===== config.mk =====
export PLATFORM = sky130hd
export DESIGN_NAME = axi_burst_master_flat
export DESIGN_NICKNAME = d
export VERILOG_FILES = /design/src/rtl/axi_master_pkg.sv /design/src/rtl/axi_burst_master_if.sv /design/src/rtl/axi_pattern_gen.sv /design/src/rtl/axi_burst_master.sv /design/src/flat_wrapper.sv
export SDC_FILE = /design/constraint.sdc
export NUM_CORES = 1
export LEC_CHECK = 0
export CAP_MARGIN = 10
export CORE_AREA = 2 2 176 178
export DETAILED_ROUTE_END_ITERATION = 16
export DIE_AREA = 0 0 178 180
export PLACE_DENSITY = 0.6
export SETUP_SLACK_MARGIN = 0.1
export SKIP_LAST_GASP = 1
export SYNTH_ARGS = -nofsm -noshare
export SYNTH_HDL_FRONTEND = slang
export SYNTH_SLANG_ARGS = --single-unit

===== constraint.sdc =====
create_clock -name M_AXI_ACLK -period 8.3 [get_ports M_AXI_ACLK]
set_input_delay 1.245 -clock M_AXI_ACLK [delete_from_list [all_inputs] [get_ports M_AXI_ACLK]]
set_output_delay 1.245 -clock M_AXI_ACLK [all_outputs]
set_load 0.03 [all_outputs]

===== src/rtl/axi_master_pkg.sv =====
// rtl/axi_master_pkg.sv - shared constants, FSM state type and pattern helpers for the AXI burst master
package axi_master_pkg;

  localparam logic [1:0] AXI_BURST_INCR  = 2'b01;
  localparam logic [1:0] AXI_RESP_OKAY   = 2'b00;
  localparam logic [3:0] AXCACHE_DEFAULT = 4'b0011;

  typedef enum logic [2:0] {
    ST_IDLE,
    ST_WR_ADDR,
    ST_WR_DATA,
    ST_WR_RESP,
    ST_RD_ADDR,
    ST_RD_DATA,
    ST_DONE
  } state_t;

  function automatic int clog2(input int value);
    int r;
    r = 0;
    for (int i = 0; i < 31; i++) begin
      if ((1 << i) < value) r = i + 1;
    end
    return r;
  endfunction

  // Every 32-bit lane of beat g carries seed + g, wrapping mod 2^32.
  function automatic logic [31:0] pattern_word(input logic [31:0] seed, input logic [31:0] beat_idx);
    return seed + beat_idx;
  endfunction

endpackage


===== src/rtl/axi_burst_master_if.sv =====
// rtl/axi_burst_master_if.sv - AXI4 full write/read channel bundle with master and slave views
interface axi_burst_master_if #(
  parameter int ID_W   = 2,
  parameter int ADDR_W = 41,
  parameter int DATA_W = 128
);
  logic [ID_W-1:0]     awid;
  logic [ADDR_W-1:0]   awaddr;
  logic [7:0]          awlen;
  logic [2:0]          awsize;
  logic [1:0]          awburst;
  logic                awlock;
  logic [3:0]          awcache;
  logic [2:0]          awprot;
  logic [3:0]          awqos;
  logic                awvalid;
  logic                awready;
  logic [DATA_W-1:0]   wdata;
  logic [DATA_W/8-1:0] wstrb;
  logic                wlast;
  logic                wvalid;
  logic                wready;
  logic [ID_W-1:0]     bid;
  logic [1:0]          bresp;
  logic                bvalid;
  logic                bready;
  logic [ID_W-1:0]     arid;
  logic [ADDR_W-1:0]   araddr;
  logic [7:0]          arlen;
  logic [2:0]          arsize;
  logic [1:0]          arburst;
  logic                arlock;
  logic [3:0]          arcache;
  logic [2:0]          arprot;
  logic [3:0]          arqos;
  logic                arvalid;
  logic                arready;
  logic [ID_W-1:0]     rid;
  logic [DATA_W-1:0]   rdata;
  logic [1:0]          rresp;
  logic                rlast;
  logic                rvalid;
  logic                rready;

  modport master (
    output awid, awaddr, awlen, awsize, awburst, awlock, awcache, awprot, awqos, awvalid,
    input  awready,
    output wdata, wstrb, wlast, wvalid,
    input  wready,
    input  bid, bresp, bvalid,
    output bready,
    output arid, araddr, arlen, arsize, arburst, arlock, arcache, arprot, arqos, arvalid,
    input  arready,
    input  rid, rdata, rresp, rlast, rvalid,
    output rready
  );

  modport slave (
    input  awid, awaddr, awlen, awsize, awburst, awlock, awcache, awprot, awqos, awvalid,
    output awready,
    input  wdata, wstrb, wlast, wvalid,
    output wready,
    output bid, bresp, bvalid,
    input  bready,
    input  arid, araddr, arlen, arsize, arburst, arlock, arcache, arprot, arqos, arvalid,
    output arready,
    output rid, rdata, rresp, rlast, rvalid,
    input  rready
  );
endinterface


===== src/rtl/axi_pattern_gen.sv =====
// rtl/axi_pattern_gen.sv - expected beat data for a global beat index and read-data compare
module axi_pattern_gen
  import axi_master_pkg::*;
#(
  parameter int          DATA_W       = 128,
  parameter logic [31:0] PATTERN_SEED = 32'hA5C3_0000
) (
  input  logic [31:0]       beat_idx,
  input  logic [DATA_W-1:0] rdata,
  output logic [DATA_W-1:0] exp_data,
  output logic              rdata_match
);

  always_comb begin
    exp_data = '0;
    for (int i = 0; i < DATA_W / 32; i++) begin
      exp_data[i*32 +: 32] = pattern_word(PATTERN_SEED, beat_idx);
    end
  end

  assign rdata_match = (rdata == exp_data);

endmodule


===== src/rtl/axi_burst_master.sv =====
// rtl/axi_burst_master.sv - write-then-readback INCR burst traffic generator and checker
// Optional watchdog enabled by defining AXI_MASTER_TIMEOUT_EN.
module axi_burst_master
  import axi_master_pkg::*;
#(
  parameter int                            C_M_AXI_ID_WIDTH   = 2,
  parameter int                            C_M_AXI_ADDR_WIDTH = 41,
  parameter int                            C_M_AXI_DATA_WIDTH = 128,
  parameter int                            BURST_LEN          = 16,
  parameter int                            NUM_BURSTS         = 4,
  parameter logic [C_M_AXI_ADDR_WIDTH-1:0] TARGET_BASE_ADDR   = '0,
`ifdef AXI_MASTER_TIMEOUT_EN
  parameter int                            TIMEOUT_CYCLES     = 1024,
`endif
  parameter int                            TXN_ID             = 0,
  parameter logic [31:0]                   PATTERN_SEED       = 32'hA5C3_0000
) (
  input  logic                      M_AXI_ACLK,
  input  logic                      M_AXI_ARESETN,
  input  logic                      start,
  output logic                      busy,
  output logic                      done,
  output logic                      error,
  output logic [15:0]               error_count,
  output logic                      timeout,
  axi_burst_master_if.master        m_axi
);

  localparam int                            BURST_BYTES = BURST_LEN * (C_M_AXI_DATA_WIDTH / 8);
  localparam logic [2:0]                    AX_SIZE     = 3'(clog2(C_M_AXI_DATA_WIDTH / 8));
  localparam logic [C_M_AXI_ID_WIDTH-1:0]   ID          = C_M_AXI_ID_WIDTH'(TXN_ID);

  state_t                        state_q, state_d;
  logic [7:0]                    burst_q, burst_d, beat_q, beat_d;
  logic [C_M_AXI_ADDR_WIDTH-1:0] addr_q, addr_d;
  logic                          busy_q, busy_d, done_q, done_d, error_q, error_d;
  logic [15:0]                   err_cnt_q, err_cnt_d;
  logic                          awvalid_q, awvalid_d, wvalid_q, wvalid_d, bready_q, bready_d;
  logic                          arvalid_q, arvalid_d, rready_q, rready_d;
  logic [1:0]                    err_inc;
  logic                          last_beat, last_burst, rdata_match;
  logic [31:0]                   beat_idx;
  logic [C_M_AXI_DATA_WIDTH-1:0] exp_data;

  function automatic logic [15:0] sat_add(input logic [15:0] a, input logic [1:0] inc);
    logic [16:0] s;
    s = {1'b0, a} + 17'(inc);
    return s[16] ? 16'hFFFF : s[15:0];
  endfunction

  assign last_beat  = (beat_q == 8'(BURST_LEN - 1));
  assign last_burst = (burst_q == 8'(NUM_BURSTS - 1));
  assign beat_idx   = 32'(burst_q) * 32'(BURST_LEN) + 32'(beat_q);

  axi_pattern_gen #(
    .DATA_W       (C_M_AXI_DATA_WIDTH),
    .PATTERN_SEED (PATTERN_SEED)
  ) u_pattern (
    .beat_idx    (beat_idx),
    .rdata       (m_axi.rdata),
    .exp_data    (exp_data),
    .rdata_match (rdata_match)
  );

`ifdef AXI_MASTER_TIMEOUT_EN
  logic        timeout_q, timeout_d;
  logic [31:0] wdog_q, wdog_d;
  logic        any_hs, wdog_fire;

  assign any_hs = (awvalid_q && m_axi.awready) || (wvalid_q && m_axi.wready) ||
                  (bready_q && m_axi.bvalid) || (arvalid_q && m_axi.arready) ||
                  (rready_q && m_axi.rvalid);
  assign wdog_fire = busy_q && !any_hs && (wdog_q == 32'(TIMEOUT_CYCLES - 1));
  assign timeout   = timeout_q;
`else
  assign timeout = 1'b0;
`endif

  always_comb begin
    state_d   = state_q;
    burst_d   = burst_q;
    beat_d    = beat_q;
    addr_d    = addr_q;
    busy_d    = busy_q;
    done_d    = done_q;
    error_d   = error_q;
    err_cnt_d = err_cnt_q;
    awvalid_d = awvalid_q;
    wvalid_d  = wvalid_q;
    bready_d  = bready_q;
    arvalid_d = arvalid_q;
    rready_d  = rready_q;
    err_inc   = 2'd0;
`ifdef AXI_MASTER_TIMEOUT_EN
    timeout_d = timeout_q;
    wdog_d    = (any_hs || !busy_q) ? 32'd0 : wdog_q + 32'd1;
`endif
    unique case (state_q)
      ST_IDLE, ST_DONE: begin
        if (start) begin
          burst_d   = '0;
          beat_d    = '0;
          addr_d    = TARGET_BASE_ADDR;
          busy_d    = 1'b1;
          done_d    = 1'b0;
          error_d   = 1'b0;
          err_cnt_d = '0;
          awvalid_d = 1'b1;
          state_d   = ST_WR_ADDR;
`ifdef AXI_MASTER_TIMEOUT_EN
          timeout_d = 1'b0;
`endif
        end
      end
      ST_WR_ADDR: begin
        if (m_axi.awready) begin
          awvalid_d = 1'b0;
          wvalid_d  = 1'b1;
          beat_d    = '0;
          state_d   = ST_WR_DATA;
        end
      end
      ST_WR_DATA: begin
        if (m_axi.wready) begin
          if (last_beat) begin
            wvalid_d = 1'b0;
            bready_d = 1'b1;
            beat_d   = '0;
            state_d  = ST_WR_RESP;
          end else begin
            beat_d = beat_q + 8'd1;
          end
        end
      end
      ST_WR_RESP: begin
        if (m_axi.bvalid) begin
          if (m_axi.bresp != AXI_RESP_OKAY || m_axi.bid != ID) err_inc = 2'd1;
          bready_d  = 1'b0;
          arvalid_d = 1'b1;
          state_d   = ST_RD_ADDR;
        end
      end
      ST_RD_ADDR: begin
        if (m_axi.arready) begin
          arvalid_d = 1'b0;
          rready_d  = 1'b1;
          beat_d    = '0;
          state_d   = ST_RD_DATA;
        end
      end
      ST_RD_DATA: begin
        if (m_axi.rvalid) begin
          // Data/resp/id/early-last faults collapse to one error per beat; a missing last adds its own.
          err_inc = 2'({1'b0, (!rdata_match || m_axi.rresp != AXI_RESP_OKAY ||
                               m_axi.rid != ID || (m_axi.rlast && !last_beat))} +
                       {1'b0, (last_beat && !m_axi.rlast)});
          if (last_beat) begin
            rready_d = 1'b0;
            beat_d   = '0;
            if (last_burst) begin
              busy_d  = 1'b0;
              done_d  = 1'b1;
              state_d = ST_DONE;
            end else begin
              burst_d   = burst_q + 8'd1;
              addr_d    = addr_q + C_M_AXI_ADDR_WIDTH'(BURST_BYTES);
              awvalid_d = 1'b1;
              state_d   = ST_WR_ADDR;
            end
          end else begin
            beat_d = beat_q + 8'd1;
          end
        end
      end
      default: state_d = ST_IDLE;
    endcase
    if (err_inc != 2'd0) begin
      error_d   = 1'b1;
      err_cnt_d = sat_add(err_cnt_q, err_inc);
    end
`ifdef AXI_MASTER_TIMEOUT_EN
    if (wdog_fire) begin
      timeout_d = 1'b1;
      error_d   = 1'b1;
      err_cnt_d = sat_add(err_cnt_q, 2'd1);
      awvalid_d = 1'b0;
      wvalid_d  = 1'b0;
      bready_d  = 1'b0;
      arvalid_d = 1'b0;
      rready_d  = 1'b0;
      beat_d    = '0;
      busy_d    = 1'b0;
      done_d    = 1'b1;
      state_d   = ST_DONE;
    end
`endif
  end

  always_ff @(posedge M_AXI_ACLK) begin
    if (!M_AXI_ARESETN) begin
      state_q   <= ST_IDLE;
      burst_q   <= '0;
      beat_q    <= '0;
      addr_q    <= TARGET_BASE_ADDR;
      busy_q    <= 1'b0;
      done_q    <= 1'b0;
      error_q   <= 1'b0;
      err_cnt_q <= '0;
      awvalid_q <= 1'b0;
      wvalid_q  <= 1'b0;
      bready_q  <= 1'b0;
      arvalid_q <= 1'b0;
      rready_q  <= 1'b0;
`ifdef AXI_MASTER_TIMEOUT_EN
      timeout_q <= 1'b0;
      wdog_q    <= '0;
`endif
    end else begin
      state_q   <= state_d;
      burst_q   <= burst_d;
      beat_q    <= beat_d;
      addr_q    <= addr_d;
      busy_q    <= busy_d;
      done_q    <= done_d;
      error_q   <= error_d;
      err_cnt_q <= err_cnt_d;
      awvalid_q <= awvalid_d;
      wvalid_q  <= wvalid_d;
      bready_q  <= bready_d;
      arvalid_q <= arvalid_d;
      rready_q  <= rready_d;
`ifdef AXI_MASTER_TIMEOUT_EN
      timeout_q <= timeout_d;
      wdog_q    <= wdog_d;
`endif
    end
  end

  assign busy        = busy_q;
  assign done        = done_q;
  assign error       = error_q;
  assign error_count = err_cnt_q;

  assign m_axi.awid    = ID;
  assign m_axi.awaddr  = addr_q;
  assign m_axi.awlen   = 8'(BURST_LEN - 1);
  assign m_axi.awsize  = AX_SIZE;
  assign m_axi.awburst = AXI_BURST_INCR;
  assign m_axi.awlock  = 1'b0;
  assign m_axi.awcache = AXCACHE_DEFAULT;
  assign m_axi.awprot  = 3'b000;
  assign m_axi.awqos   = 4'b0000;
  assign m_axi.awvalid = awvalid_q;
  assign m_axi.wdata   = exp_data;
  assign m_axi.wstrb   = '1;
  assign m_axi.wlast   = wvalid_q && last_beat;
  assign m_axi.wvalid  = wvalid_q;
  assign m_axi.bready  = bready_q;
  assign m_axi.arid    = ID;
  assign m_axi.araddr  = addr_q;
  assign m_axi.arlen   = 8'(BURST_LEN - 1);
  assign m_axi.arsize  = AX_SIZE;
  assign m_axi.arburst = AXI_BURST_INCR;
  assign m_axi.arlock  = 1'b0;
  assign m_axi.arcache = AXCACHE_DEFAULT;
  assign m_axi.arprot  = 3'b000;
  assign m_axi.arqos   = 4'b0000;
  assign m_axi.arvalid = arvalid_q;
  assign m_axi.rready  = rready_q;

endmodule

===== src/flat_wrapper.sv =====
// flat-port wrapper written by rule: the top's interface ports become plain ports
module axi_burst_master_flat import axi_master_pkg::*;
#(
  parameter int                            C_M_AXI_ID_WIDTH   = 2,
  parameter int                            C_M_AXI_ADDR_WIDTH = 41,
  parameter int                            C_M_AXI_DATA_WIDTH = 128,
  parameter int                            BURST_LEN          = 16,
  parameter int                            NUM_BURSTS         = 4,
  parameter logic [C_M_AXI_ADDR_WIDTH-1:0] TARGET_BASE_ADDR   = '0,

  parameter int                            TXN_ID             = 0,
  parameter logic [31:0]                   PATTERN_SEED       = 32'hA5C3_0000
)
  (M_AXI_ACLK, M_AXI_ARESETN, start, busy, done, error, error_count, timeout, m_axi_awid, m_axi_awaddr, m_axi_awlen, m_axi_awsize, m_axi_awburst, m_axi_awlock, m_axi_awcache, m_axi_awprot, m_axi_awqos, m_axi_awvalid, m_axi_awready, m_axi_wdata, m_axi_wstrb, m_axi_wlast, m_axi_wvalid, m_axi_wready, m_axi_bid, m_axi_bresp, m_axi_bvalid, m_axi_bready, m_axi_arid, m_axi_araddr, m_axi_arlen, m_axi_arsize, m_axi_arburst, m_axi_arlock, m_axi_arcache, m_axi_arprot, m_axi_arqos, m_axi_arvalid, m_axi_arready, m_axi_rid, m_axi_rdata, m_axi_rresp, m_axi_rlast, m_axi_rvalid, m_axi_rready);
  axi_burst_master_if m_axi_i ();
  input  logic M_AXI_ACLK;
  input  logic M_AXI_ARESETN;
  input  logic start;
  output logic busy;
  output logic done;
  output logic error;
  output logic [15:0] error_count;
  output logic timeout;
  output wire logic [$bits(m_axi_i.awid)-1:0] m_axi_awid;
  output wire logic [$bits(m_axi_i.awaddr)-1:0] m_axi_awaddr;
  output wire logic [$bits(m_axi_i.awlen)-1:0] m_axi_awlen;
  output wire logic [$bits(m_axi_i.awsize)-1:0] m_axi_awsize;
  output wire logic [$bits(m_axi_i.awburst)-1:0] m_axi_awburst;
  output wire logic [$bits(m_axi_i.awlock)-1:0] m_axi_awlock;
  output wire logic [$bits(m_axi_i.awcache)-1:0] m_axi_awcache;
  output wire logic [$bits(m_axi_i.awprot)-1:0] m_axi_awprot;
  output wire logic [$bits(m_axi_i.awqos)-1:0] m_axi_awqos;
  output wire logic [$bits(m_axi_i.awvalid)-1:0] m_axi_awvalid;
  input wire logic [$bits(m_axi_i.awready)-1:0] m_axi_awready;
  output wire logic [$bits(m_axi_i.wdata)-1:0] m_axi_wdata;
  output wire logic [$bits(m_axi_i.wstrb)-1:0] m_axi_wstrb;
  output wire logic [$bits(m_axi_i.wlast)-1:0] m_axi_wlast;
  output wire logic [$bits(m_axi_i.wvalid)-1:0] m_axi_wvalid;
  input wire logic [$bits(m_axi_i.wready)-1:0] m_axi_wready;
  input wire logic [$bits(m_axi_i.bid)-1:0] m_axi_bid;
  input wire logic [$bits(m_axi_i.bresp)-1:0] m_axi_bresp;
  input wire logic [$bits(m_axi_i.bvalid)-1:0] m_axi_bvalid;
  output wire logic [$bits(m_axi_i.bready)-1:0] m_axi_bready;
  output wire logic [$bits(m_axi_i.arid)-1:0] m_axi_arid;
  output wire logic [$bits(m_axi_i.araddr)-1:0] m_axi_araddr;
  output wire logic [$bits(m_axi_i.arlen)-1:0] m_axi_arlen;
  output wire logic [$bits(m_axi_i.arsize)-1:0] m_axi_arsize;
  output wire logic [$bits(m_axi_i.arburst)-1:0] m_axi_arburst;
  output wire logic [$bits(m_axi_i.arlock)-1:0] m_axi_arlock;
  output wire logic [$bits(m_axi_i.arcache)-1:0] m_axi_arcache;
  output wire logic [$bits(m_axi_i.arprot)-1:0] m_axi_arprot;
  output wire logic [$bits(m_axi_i.arqos)-1:0] m_axi_arqos;
  output wire logic [$bits(m_axi_i.arvalid)-1:0] m_axi_arvalid;
  input wire logic [$bits(m_axi_i.arready)-1:0] m_axi_arready;
  input wire logic [$bits(m_axi_i.rid)-1:0] m_axi_rid;
  input wire logic [$bits(m_axi_i.rdata)-1:0] m_axi_rdata;
  input wire logic [$bits(m_axi_i.rresp)-1:0] m_axi_rresp;
  input wire logic [$bits(m_axi_i.rlast)-1:0] m_axi_rlast;
  input wire logic [$bits(m_axi_i.rvalid)-1:0] m_axi_rvalid;
  output wire logic [$bits(m_axi_i.rready)-1:0] m_axi_rready;
  assign m_axi_awid = m_axi_i.awid;
  assign m_axi_awaddr = m_axi_i.awaddr;
  assign m_axi_awlen = m_axi_i.awlen;
  assign m_axi_awsize = m_axi_i.awsize;
  assign m_axi_awburst = m_axi_i.awburst;
  assign m_axi_awlock = m_axi_i.awlock;
  assign m_axi_awcache = m_axi_i.awcache;
  assign m_axi_awprot = m_axi_i.awprot;
  assign m_axi_awqos = m_axi_i.awqos;
  assign m_axi_awvalid = m_axi_i.awvalid;
  assign m_axi_i.awready = m_axi_awready;
  assign m_axi_wdata = m_axi_i.wdata;
  assign m_axi_wstrb = m_axi_i.wstrb;
  assign m_axi_wlast = m_axi_i.wlast;
  assign m_axi_wvalid = m_axi_i.wvalid;
  assign m_axi_i.wready = m_axi_wready;
  assign m_axi_i.bid = m_axi_bid;
  assign m_axi_i.bresp = m_axi_bresp;
  assign m_axi_i.bvalid = m_axi_bvalid;
  assign m_axi_bready = m_axi_i.bready;
  assign m_axi_arid = m_axi_i.arid;
  assign m_axi_araddr = m_axi_i.araddr;
  assign m_axi_arlen = m_axi_i.arlen;
  assign m_axi_arsize = m_axi_i.arsize;
  assign m_axi_arburst = m_axi_i.arburst;
  assign m_axi_arlock = m_axi_i.arlock;
  assign m_axi_arcache = m_axi_i.arcache;
  assign m_axi_arprot = m_axi_i.arprot;
  assign m_axi_arqos = m_axi_i.arqos;
  assign m_axi_arvalid = m_axi_i.arvalid;
  assign m_axi_i.arready = m_axi_arready;
  assign m_axi_i.rid = m_axi_rid;
  assign m_axi_i.rdata = m_axi_rdata;
  assign m_axi_i.rresp = m_axi_rresp;
  assign m_axi_i.rlast = m_axi_rlast;
  assign m_axi_i.rvalid = m_axi_rvalid;
  assign m_axi_rready = m_axi_i.rready;
  axi_burst_master #(.C_M_AXI_ID_WIDTH(C_M_AXI_ID_WIDTH), .C_M_AXI_ADDR_WIDTH(C_M_AXI_ADDR_WIDTH), .C_M_AXI_DATA_WIDTH(C_M_AXI_DATA_WIDTH), .BURST_LEN(BURST_LEN), .NUM_BURSTS(NUM_BURSTS), .TARGET_BASE_ADDR(TARGET_BASE_ADDR), .TXN_ID(TXN_ID), .PATTERN_SEED(PATTERN_SEED)) u_core (.M_AXI_ACLK(M_AXI_ACLK), .M_AXI_ARESETN(M_AXI_ARESETN), .start(start), .busy(busy), .done(done), .error(error), .error_count(error_count), .timeout(timeout), .m_axi(m_axi_i));
endmodule

==> impl_metrics.json <==
{
  "seq_area_frac_synth": 0.236,
  "setup_viol": 0,
  "core_sq_um": 30200,
  "synthFlopType": "dfxtp_1",
  "critPathLaunchType": "input port",
  "worstPathCellList": "clkdlybuf4s50_1, nor4b_1, o211ai_1, or4_4, a2111oi_0, and4_1, nand4_1, ha_1, nand2_1, o21ai_0, ha_1, inv_1, fa_1, and3b_1, nand4_1, or3_1, and4_1, nor3_1",
  "power_density_nw_per_um2": 151,
  "antenna_found_initial": 1,
  "cts_htree_levels": 3,
  "ios": 451,
  "final_hold_viol_count": 0,
  "cp_data_arrival_time_ns": 6.19,
  "cp_data_required_time_ns": 8.57,
  "synth_area_sq_um": 6460,
  "worst-slew-pin-transition_ns": 1.05,
  "hpwl_mm": 16.6,
  "drive_gt1_frac": 0.0340,
  "finalPower_mw": 1.34,
  "grt-busiest-layer": "met2",
  "via_per_inst": 4.05,
  "routedWlPerCell_um": 14.1,
  "p_leak_nw": 3.30,
  "cts_hold_buf": 0,
  "use_met2": 0.200,
  "max_cap_viol_count": 0,
  "rsz0062_at_grt": "false",
  "grt_pass1_vias": 5286,
  "min_period_ns": 5.93,
  "area_growth_pct": 37.9,
  "drt_iter0_drc": 278,
  "initial_core_util": 0.214,
  "synthCells": 822,
  "synth_edf_count": 0,
  "slew_headroom": 0.297,
  "critPathSlowestCell": "or3_1",
  "slew_viol_final": 0,
  "clkLatencyLatePin_ns": 0.34,
  "hold_class": "flop to flop",
  "cts.clk_slew.worst_paths_ns": 0.06,
  "fin_crit_sh": 0.714,
  "grt_max_degree": 32,
  "postCtsSetupRepairBufs": 0,
  "critPathMaxStageDelay_ns": 0.61,
  "floorplan.die_area_sq_um": 32000,
  "use_met3": 0.0408,
  "skew_ns": 0.00708,
  "synth.distinct_cells": 65,
  "avgSynthCellArea_sq_um": 7.85,
  "async_flop_share": 0,
  "setup_tns_ns": 0,
  "rows": 64,
  "status": "completed",
  "wl_mm": 20.2,
  "drc": 0,
  "grt_use_met1": 0.156,
  "grt_pass1_wl_mm": 30.3,
  "layout.nets": 1182,
  "ys.warnings.count": 0,
  "port_buffers": 287,
  "dr.pass1.iters": 4,
  "cts_buffers": 9,
  "gr-total-overflow": 0,
  "critPathCaptureType": "flop",
  "grtUsageTotal": 0.122,
  "cts_resized": 0,
  "clockRootBuffer": "clkbuf_16",
  "fp.dieW_um": 178,
  "gp_congestion": 0.763,
  "path_max_fanout": 13,
  "maxClockFrequency_mhz": 169,
  "crit_type": "input port to flop",
  "route.vias.total": 5780,
  "fp.dieH_um": 180,
  "ant_nets": 0,
  "ys_ff_latch": 76,
  "cts_tree": "done",
  "cts_sinks": 76,
  "cts_buffer_depth": 2,
  "ir_drop_mv": 0.0794
}
==> final cells by class <==
class	instances	area, sq um
Tap cell	396	495
Fill cell	3237	21300
Multi-Input combinational cell	629	3580
Sequential cell	76	1520
Clock inverter	5	85.1
Inverter	17	63.8
Timing Repair Buffer	292	2910
Clock buffer	11	243
Antenna cell	1	2.50
==> where the power goes <==
group / switching [mW] / leakage [nW] / internal (mW)
Sequential: 0.0351 / 0.614 / 0.384
Combinational: 0.311 / 2.54 / 0.175
Clock: 0.163 / 0.156 / 0.273
==> placed cells by master (no fill, tap or decap), drive strengths merged, types with 10 or more instances in the layout <==
| cell type | synthesis | layout |
|---|---|---|
| clkdlybuf4s50 | 0 | 287 |
| conb | 2 | 163 |
| dfxtp | 76 | 76 |
| nor2 | 60 | 60 |
| nand2 | 48 | 48 |
| a21oi | 45 | 45 |
| o21ai | 44 | 44 |
| nand4 | 29 | 29 |
| nand3 | 25 | 25 |
| xor2 | 20 | 20 |
| inv | 17 | 17 |
| or3 | 16 | 16 |
| or4 | 14 | 14 |
| nor3 | 14 | 14 |
| mux2i | 13 | 13 |
| and3 | 13 | 13 |
| xnor2 | 12 | 12 |
| nor4b | 12 | 12 |
| clkbuf | 13 | 11 |
| ha | 10 | 10 |
==> cell usage after synthesis, types with 16 or more instances <==
cell type | n | area [sq um]
dfxtp_1 | 76 | 1520
nor2_1 | 60 | 225
xor2_1 | 20 | 175
buf_4 | 241 | 1810
nand2_1 | 48 | 180
a21oi_1 | 45 | 225
nand4_1 | 29 | 181
o21ai_0 | 40 | 200
nand3_1 | 24 | 120
or3_1 | 16 | 100
inv_1 | 17 | 63.8
==> path summary, 6_finish.rpt <==
kind | startpoint | endpoint | slack [ns] | cells after the start
min reg2reg | u_core.m_axi.rready | u_core.m_axi.rready | 0.46 | 2
min | u_core.m_axi.rready | u_core.m_axi.rready | 0.46 | 2
max reg2reg | u_core.burst_q[0] | u_core.error_count[10] | 2.67 | 20
max | m_axi_rdata[58] | u_core.error_count[10] | 2.37 | 18
==> cell families (layout without fill, tap and decap cells) <==
| family | after synthesis | after routing | synth area share |
|---|---|---|---|
| buf+inv | 278 | 325 | 0.303 |
| flops | 76 | 76 | 0.236 |
| mux | 13 | 13 | 0.0202 |
| compound gates | 124 | 124 | 0.114 |
| fa+ha+maj | 12 | 12 | 0.0256 |
| xor+xnor | 32 | 32 | 0.0434 |
| other cells | 2 | 164 | 0.00116 |
| simple gates | 285 | 285 | 0.257 |
==> per-layer routing <==
layer | wire length, um | vias up
met3 | 1510 | 13
met2 | 9490 | 215
li1 | - | 2885
met1 | 9050 | 2665
met5 | 7 | -
met4 | 115 | 2
==> sequential cells by signal (all words and copies together) (netlist names) <==
register / cells
u_core.m_axi.bready: 1
u_core.m_axi.araddr: 33
u_core.m_axi.rready: 1
u_core.done: 1
u_core.burst_q: 8
u_core.m_axi.wvalid: 1
u_core.state_q: 3
u_core.error_count: 16
u_core.m_axi.arvalid: 1
u_core.error: 1
u_core.m_axi.awvalid: 1
u_core.busy: 1
u_core.beat_q: 8
==> through the flow <==
step	setup slack [ns]	cells	cell area, sq um	utilization	hold WS, ns
6_report	2.37	1427	8900	0.295	0.461
5_1_grt	1.91	1426	8900	0.295	0.492
2_1_floorplan	3.23	983	7060	-	0.476
4_1_cts	2.35	1426	8900	0.295	0.458
3_5_place_dp	2.00	1410	8570	0.284	0.449
3_3_place_gp	2.13	1410	8570	0.284	0.449
==> critical path, delay by kind of cell <==
family	cells	cell delay, ns
AO/OA/AOI/OAI	3	0.63
adder cells (fa/ha/maj)	3	0.98
AND/OR/NAND/NOR	10	2.78
buffers and inverters	2	0.54
No activity file was read; power rests on OpenSTA's default activity.
